### src/rtl/stats_scan_controller.sv
// stats_scan_controller: scans Count memory words from Base_addr, computes
// unsigned MAX, MIN and floor(AVG), then writes them to Dest_addr..Dest_addr+2.
// Ports:
//   CLK, Reset           clock, asynchronous active-high reset
//   Start                one-cycle request, accepted only while idle
//   Base_addr, Count     operand block start address and length (0..2^ADDR_WIDTH-1)
//   Dest_addr            first of three result addresses
//   Mem_data_rd          memory read data (one cycle after the address)
//   Mem_address          memory address, Mem_data_wr / Mem_write the write port
//   Busy, Done           busy flag, one-cycle completion pulse
//   Max_out/Min_out/Avg_out  results, held until the next run updates them
module stats_scan_controller #(
    parameter int DATA_WIDTH = 8,
    parameter int ADDR_WIDTH = 8
) (
    input  logic                  CLK,
    input  logic                  Reset,
    input  logic                  Start,
    input  logic [ADDR_WIDTH-1:0] Base_addr,
    input  logic [ADDR_WIDTH-1:0] Count,
    input  logic [ADDR_WIDTH-1:0] Dest_addr,
    input  logic [DATA_WIDTH-1:0] Mem_data_rd,
    output logic [ADDR_WIDTH-1:0] Mem_address,
    output logic [DATA_WIDTH-1:0] Mem_data_wr,
    output logic                  Mem_write,
    output logic                  Busy,
    output logic                  Done,
    output logic [DATA_WIDTH-1:0] Max_out,
    output logic [DATA_WIDTH-1:0] Min_out,
    output logic [DATA_WIDTH-1:0] Avg_out
);
    localparam logic [ADDR_WIDTH-1:0] ONE      = ADDR_WIDTH'(1);
    localparam logic [ADDR_WIDTH-1:0] DIV_LAST = ADDR_WIDTH'(2 * DATA_WIDTH - 1);
    localparam logic [ADDR_WIDTH-1:0] WR_LAST  = ADDR_WIDTH'(2);

    typedef enum logic [2:0] {IDLE, READ, DRAIN, DIV, WR, DONE} state_t;
    state_t state, next;

    logic [ADDR_WIDTH-1:0]   base, cnt, dest, idx;
    logic [DATA_WIDTH-1:0]   mx, mn, rem, rem_next;
    logic [2*DATA_WIDTH-1:0] sum;
    logic [DATA_WIDTH:0]     sh, diff;
    logic                    vld, first, fits;

    always_comb begin
        next = state;
        case (state)
            IDLE:    next = !Start ? IDLE : (Count == '0 ? DONE : READ);
            READ:    next = idx == cnt - ONE ? DRAIN : READ;
            DRAIN:   next = DIV;
            DIV:     next = idx == DIV_LAST ? WR : DIV;
            WR:      next = idx == WR_LAST ? DONE : WR;
            default: next = IDLE;
        endcase
    end

    // Restoring division step: the dividend shifts out of sum MSB-first while
    // quotient bits shift in at the LSB, so sum ends up holding the quotient.
    assign sh       = {rem, sum[2*DATA_WIDTH-1]};
    assign diff     = sh - (DATA_WIDTH+1)'(cnt);
    assign fits     = sh >= (DATA_WIDTH+1)'(cnt);
    assign rem_next = fits ? diff[DATA_WIDTH-1:0] : sh[DATA_WIDTH-1:0];

    // Combinational from state so an asynchronous reset drops Mem_write at once.
    assign Busy        = state != IDLE;
    assign Done        = state == DONE;
    assign Mem_write   = state == WR;
    assign Mem_address = state == READ ? base + idx : state == WR ? dest + idx : '0;
    assign Mem_data_wr = state != WR ? '0 : idx == '0 ? Max_out : idx == ONE ? Min_out : Avg_out;

    always_ff @(posedge CLK or posedge Reset) begin
        if (Reset) begin
            state   <= IDLE;
            base    <= '0;
            cnt     <= '0;
            dest    <= '0;
            idx     <= '0;
            mx      <= '0;
            mn      <= '0;
            rem     <= '0;
            sum     <= '0;
            vld     <= 1'b0;
            first   <= 1'b0;
            Max_out <= '0;
            Min_out <= '0;
            Avg_out <= '0;
        end else begin
            state <= next;
            // An address issued in READ returns data one cycle later.
            vld   <= state == READ;
            first <= state == READ && idx == '0;
            if (state == IDLE && Start) begin
                base <= Base_addr;
                cnt  <= Count;
                dest <= Dest_addr;
                idx  <= '0;
                sum  <= '0;
                rem  <= '0;
                if (Count == '0) begin
                    Max_out <= '0;
                    Min_out <= '0;
                    Avg_out <= '0;
                end
            end
            if (state == READ || state == WR)
                idx <= idx + ONE;
            if (state == DRAIN)
                idx <= '0;
            if (state == DIV) begin
                sum <= {sum[2*DATA_WIDTH-2:0], fits};
                rem <= rem_next;
                idx <= next == WR ? '0 : idx + ONE;
                if (next == WR) begin
                    Max_out <= mx;
                    Min_out <= mn;
                    Avg_out <= {sum[DATA_WIDTH-2:0], fits};
                end
            end
            if (vld) begin
                sum <= sum + (2*DATA_WIDTH)'(Mem_data_rd);
                mx  <= first || Mem_data_rd > mx ? Mem_data_rd : mx;
                mn  <= first || Mem_data_rd < mn ? Mem_data_rd : mn;
            end
        end
    end
endmodule
### config.mk
export PLATFORM = sky130hd
export DESIGN_NAME = stats_scan_controller
export DESIGN_NICKNAME = d
export VERILOG_FILES = /design/src/rtl/stats_scan_controller.sv
export SDC_FILE = /design/constraint.sdc
export NUM_CORES = 1
export LEC_CHECK = 0
export CORE_UTILIZATION = 44
export DETAILED_ROUTE_END_ITERATION = 12
export PLACE_DENSITY = 0.65
export SYNTH_ARGS = -nofsm -noshare
export SYNTH_HDL_FRONTEND = slang
export SYNTH_SLANG_ARGS = --single-unit
### constraint.sdc
create_clock -name CLK -period 4 [get_ports CLK]
set_input_delay 0.8 -clock CLK [delete_from_list [all_inputs] [get_ports CLK]]
set_output_delay 0.8 -clock CLK [all_outputs]
set_load 0.01 [all_outputs]
==> results of run 1 <==
-- metrics by stage --
stage	util, %	area [sq um]	instances
final	53.3	7720	954
after global routing	53.3	7720	954
after CTS	53.3	7710	954
after detailed placement	51.1	7400	938
after global placement	51.1	7400	938
after floorplan	-	6500	698
-- timing repair --
item / in CTS / in global routing
resized for setup: 0 / 3
endpoints found under the hold margin: 0 / 0
setup endpoints to repair: 0 / 1
-- worst reg2reg max path, cell delays in order (launching register included) --
cell     delay, ns
dfrtp_1       0.53
nor3_1        0.42
and2_2        0.54
buf_4         0.31
o21ai_0       0.11
and3_1        0.21
a221o_1       0.25
-- path summary, 6_finish.rpt --
path	to	from	slack [ns]
setup / recovery	Mem_address[7]	idx[1]	0.29
hold / removal	dest[5]	dest[5]	0.50
setup reg to reg	sum[11]	state[2]	1.52
hold reg to reg	dest[5]	dest[5]	0.50
max in group asynchronous	dest[5]	Reset	2.19
min in group asynchronous	sum[9]	Reset	1.06
-- layout make-up --
cell class,count,area share (%)
multi-input cells,525,47.4
flip-flops and latches,101,32.7
repair buffers,84,10.7
well taps,184,2.98
clock buffers,9,2.92
inverters,44,2.17
clock inverters,7,1.12
-- metal layers --
layer / global-route usage [%] / up-vias / routed length, um
met2: 38.7 / 148 / 8170
met3: 3.32 / 15 / 732
met4: 6.63 / 0 / 201
met5: 0 / - / 0
li1: - / 2637 / -
met1: 31.3 / 2683 / 7630
-- synth_stat cells, types with 3 or more instances --
master and instances:
buf_2 7, o21a_1 6, and2_1 5, a21oi_1 27, mux2i_1 3, o22ai_1 4, inv_1 44, o21ai_2 4
nor2_1 50, nor2b_1 5, a22o_1 24, a21o_1 18, xor2_1 18, nand2_1 101, nor4_1 4, a31oi_1 5
nand4_1 5, a211oi_1 11, dfrtp_1 101, buf_6 3, mux2_2 14, clkbuf_1 12, a221o_1 9, nor3_1 14
o21ai_0 39, fa_1 4, ha_1 50, and3_1 10, xnor2_1 16, a311oi_1 8, nand3_1 23
-- where the power goes --
group,switching (mW),internal [mW]
clock,0.453,0.449
sequential,0.505,1.41
combinational,1.74,1.49
total,2.69,3.35
-- state kept, by name, indices dropped and copies added (netlist names) --
signal,count
Avg_out,8
Max_out,8
Min_out,8
base,8
cnt,8
dest,8
first,1
idx,8
mn,8
mx,8
rem,8
state,3
sum,16
vld,1
-- placed cells by master (no fill, tap or decap), types with 16 or more instances in the layout --
cell / Yosys / final
a22o_1: 24 / 24
nor2_1: 50 / 50
a21oi_1: 27 / 27
nand2_1: 101 / 101
clkdlybuf4s50_1: 0 / 76
inv_1: 44 / 43
o21ai_0: 39 / 39
dfrtp_1: 101 / 101
a21o_1: 18 / 18
ha_1: 50 / 50
xnor2_1: 16 / 16
xor2_1: 18 / 18
nand3_1: 23 / 23
-- kinds of logic (layout without fill, tap and decap cells) --
group	Yosys count	in the layout	share of synthesized area, %
AOI/OAI and AO/OA	188	188	21.4
xor gates and xnor gates	34	34	4.58
adders and majority gates	54	54	10.9
buffers and inverters	72	144	4.95
DFF	101	101	38.9
muxes	18	18	3.06
and+or+nand+nor	231	231	16.3
==> reports/qor.yml, run 1 <==
run_status:
  status: "finished, final reports clean"
placement:
  hpwl_mm: 12.2
  port_buffers: 77
  pre_cts_slack_ns: 0.512
  place_congestion: 0.859
worst_setup_path:
  slowest_delay_ns: 0.56
  crit_fanout: 8
  reg2reg_depth: 6
  crit_cells: 8
  crit_family: "compound AO/OA/AOI/OAI gates"
  worstPathCellList: "ha_1 > a21o_1 > a211oi_1 > nor2_1 > o41ai_1 > xnor2_1 > o22ai_1 > clkdlybuf4s50_1"
  slowest_stage: "clkdlybuf4s50_1"
  path_buf_inv: 1
  critPathKind: "reg -> out"
  cp-start-kind: "register"
  cp-end-kind: "primary output"
  critPathArrivalTime_ns: 2.91
  cp.required_ns: 3.20
synthesis:
  synth-seq-cells: 101
  ys_top_cells_by_area: "dfrtp_1 39%, ha_1 9.6%, nand2_1 5.8%"
  syn_nets: 787
  synth-edff-count: 0
  synth_top_area_share_pct: 38.9
  synth_cell_type_count: 69
  yosys_warnings: 0
  async_flop_share_pct: 100
  syn-instance-count: 698
  ys_seq_area_share_pct: 38.9
  syn_avg_cell_area_sq_um: 9.31
  synth_top_area_cell: "dfrtp_1"
  synthFlopType: "dfrtp_1"
  synth_area_sq_um: 6500
clock_network:
  clk_pin_slew_worst_paths_ns: 0.08
  cts_tree: "yes"
  cts_sinks: 101
  clock-root-buffer: "clkbuf_16"
  cts_setup_buffers: 0
  numCtsBuffers: 9
  cts.htree.levels: 3
  max-clock-path-buffers: 2
  insertion_delay_ns: 0.37
  hold_buffers: 0
sta:
  rsz0062_at_grt: "no"
  finalSetupViolCount: 0
  maxSlewHeadroom_pct: 28.1
  setup_tns_ns: 0
  hold_viol_final: 0
  fin_crit_ns: 3.71
  fmax_ghz: 0.269
  slew_violations: 0
  finClkSkew_ns: 0.0113
  final.setup.worst_slack_ns: 0.289
  worst_hold_slack_ns: 0.505
  period_share_pct: 92.8
  worst_slew_pin_slew_ns: 1.08
finish:
  multi_input_area_sq_um: 3660
  drive_gt1_share_pct: 7.53
  syn_to_final_growth_pct: 18.8
  ff_latch_area_sq_um: 2530
  final_net_count: 854
  nFillCells: 1307
  antennaDiodeCount: 0
worst_hold_path:
  hold_class: "reg -> reg"
  hold_depth: 2
run:
  maxCapViolations: 0
grt:
  antenna_found_initial: 0
  overflow: 0
  grt_pass1_wl_mm: 27.1
  grt_max_degree: 88
  first_global_vias: 5327
  grt_use_total_pct: 23.2
die:
  dieArea_sq_um: 15300
  die_y_um: 124
  ios: 78
  coreArea_sq_um: 14500
  start_util_pct: 44.9
  die_w_um: 124
  rows: 44
detailed_routing:
  drt_iter0_markers: 460
  firstDrtPassIters: 6
  drt_wl_total_mm: 16.7
  antenna_left: 0
  num_vias: 5483
  drt-vias-per-instance: 5.75
  wire_per_inst_um: 17.5
  drc: 0
power:
  power_mw: 6.05
  p_per_area_nw_per_um2: 783
  leakagePower_nw: 3.57
  ir_drop_mv: 0.408
Power figures use the tool's default switching activity.
==> run 2, diff against run 1 <==
--- a/config.mk
+++ b/config.mk
@@ -5,9 +5,9 @@
 export SDC_FILE = /design/constraint.sdc
 export NUM_CORES = 1
 export LEC_CHECK = 0
-export CORE_UTILIZATION = 44
+export CORE_UTILIZATION = 57
 export DETAILED_ROUTE_END_ITERATION = 12
-export PLACE_DENSITY = 0.65
+export PLACE_DENSITY = 0.81
 export SYNTH_ARGS = -nofsm -noshare
 export SYNTH_HDL_FRONTEND = slang
 export SYNTH_SLANG_ARGS = --single-unit
==> constraint.sdc (replaced) <==
create_clock -name CLK -period 3.6 [get_ports CLK]
set_input_delay 0.72 -clock CLK [delete_from_list [all_inputs] [get_ports CLK]]
set_output_delay 0.72 -clock CLK [all_outputs]
set_load 0.01 [all_outputs]
==> run 2 against run 1 <==
Cell count fell by 4.4%. Sequential power rose by 9.9%. Worst setup slack got worse by 0.12 ns. Clock power rose by 13%. Total power rose by 13%. Combinational power rose by 15%. Sequential cell count did not move. First-iteration DRC count fell by 7.2%. Wire length rose by 1.9%. Critical endpoint is now Mem_data_wr[7]. Largest power group unchanged.
==> reports/qor.yml, run 2 (synthesis results as in run 1) <==
finish:
  regMostFlops: "sum"
  syn_to_final_growth_pct: 18.6
  stdcell_area_sq_um: 7710
  layout_common_cells: "101 x nand2_1, 99 x dfrtp_1, 75 x clkdlybuf4s50_1"
  largest_reg_flops: 16
  final_common_cell: "nand2_1"
  ff_latch_area_sq_um: 2530
  nFillCells: 839
  final_net_count: 856
  multi_input_area_sq_um: 3680
  drive_gt1_share_pct: 8.42
  post-route-util_pct: 70.2
  antennaDiodeCount: 0
grt:
  first_global_vias: 5480
  use_met1_pct: 38.3
  use_met3_pct: 5.68
  grt.busiest_layer: "met2"
  antenna_found_initial: 0
  met2_usage_pct: 50.2
  grt_max_degree: 64
  overflow: 0
  grt_pass1_wl_mm: 27.1
  grt_use_total_pct: 30.0
worst_setup_path:
  crit_family: "buffers and inverters"
  regToRegSetupSlack_ns: 1.02
  crit_fanout: 10
  timing.rr.start: "state[2]"
  critPathArrivalTime_ns: 2.71
  slowest_delay_ns: 0.59
  cp.required_ns: 2.88
  cp-start-kind: "register"
  path_buf_inv: 2
  setup.worst_path.start: "idx[5]"
  crit_end: "Mem_data_wr[7]"
  critPathKind: "reg -> out"
  reg2reg_depth: 5
  r2r_end: "sum[7]"
  slowest_stage: "clkdlybuf4s50_1"
  crit_cells: 6
  cp-end-kind: "primary output"
  worstPathCellList: "nor4_4 > nor3b_4 > buf_4 > nand3_1 > a311oi_1 > clkdlybuf4s50_1"
clock_network:
  numCtsBuffers: 9
  hold_buffers: 0
  max-clock-path-buffers: 2
  clock-root-buffer: "clkbuf_16"
  cts.htree.levels: 3
  clk_pin_slew_worst_paths_ns: 0.07
  cts_tree: "yes"
  insertion_delay_ns: 0.36
  cts_sinks: 101
die:
  dieArea_sq_um: 11800
  ios: 78
  coreArea_sq_um: 11000
  start_util_pct: 59.2
  die_y_um: 109
  die_w_um: 109
  rows: 38
run:
  maxCapViolations: 0
power:
  p_per_area_nw_per_um2: 889
  ir_drop_mv: 0.598
  leakagePower_nw: 3.60
placement:
  placed_area_sq_um: 7360
  hpwl_mm: 12.3
  place_congestion: 0.896
  port_buffers: 77
sta:
  period_share_pct: 95.4
  slew_violations: 0
  rsz0062_at_grt: "no"
  hold_viol_final: 0
  fmax_ghz: 0.291
  setup_tns_ns: 0
  worst_hold_slack_ns: 0.492
  worst_slew_pin_slew_ns: 1.12
  finalSetupViolCount: 0
  maxSlewHeadroom_pct: 25.4
  fin_crit_ns: 3.43
  finClkSkew_ns: 0.00899
detailed_routing:
  drt_iter0_markers: 427
  antenna_left: 0
  drt_wl_total_mm: 17.0
  wire_per_inst_um: 18.7
  num_vias: 5693
  drt-vias-per-instance: 6.24
  drc: 0
  firstDrtPassIters: 5
worst_hold_path:
  hold_class: "reg -> reg"
run_status:
  status: "finished, final reports clean"
==> run 2: per-layer routing <==
layer	wire [um]	share of wire, %	vias up
met5	0	0	-
met4	416	2.4	0
met3	807	4.7	33
met2	8570	50	196
met1	7250	43	2819
li1	-	-	2645
==> run 2: repair_timing <==
| action | in CTS | in global routing |
|---|---|---|
| pin swaps | 0 | 1 |
| resized for setup | 4 | 9 |
| buffers inserted | 0 | 2 |
| gates cloned | 0 | 0 |
| setup endpoints to repair | 2 | 11 |
==> run 2: worst min-delay path by stage <==
stage	start	end	slack, ns	cells after the start
floorplan	rem[7]	rem[7]	0.45	2
global placement	rem[7]	rem[7]	0.47	2
detailed placement	dest[2]	dest[2]	0.48	2
CTS	dest[2]	dest[2]	0.49	2
global route	dest[2]	dest[2]	0.51	2
finish	dest[2]	dest[2]	0.49	2
==> run 2: area by class of cell <==
class                      instances  share of cell area, %
clock inverter                     6                   1.01
tap                              140                   2.27
sequential                       101                   32.8
inverter                          44                   2.17
timing repair buffer              86                   11.0
multi-input combinational        525                   47.8
clock buffer                      10                   2.97
==> run 2: report_power, final <==
| part | internal (mW) | switching [mW] |
|---|---|---|
| Clock | 0.552 | 0.464 |
| Combinational | 1.69 | 2.03 |
| Sequential | 1.57 | 0.545 |
| Total | 3.82 | 3.04 |
==> run 2: stage by stage <==
step	total power, mW	std cells	setup slack (ns)
final	6.85	912	0.165
after global routing	7.34	912	0.0450
after CTS	6.78	910	0.0266
after detailed placement	5.72	894	0.199
after global placement	5.53	894	0.214
after floorplan	4.67	698	0.233
==> run 2: worst min-delay path, stage by stage (launching register included) <==
cell	delay, ns
dfrtp_1	0.35
nand2_1	0.05
nand2_1	0.06
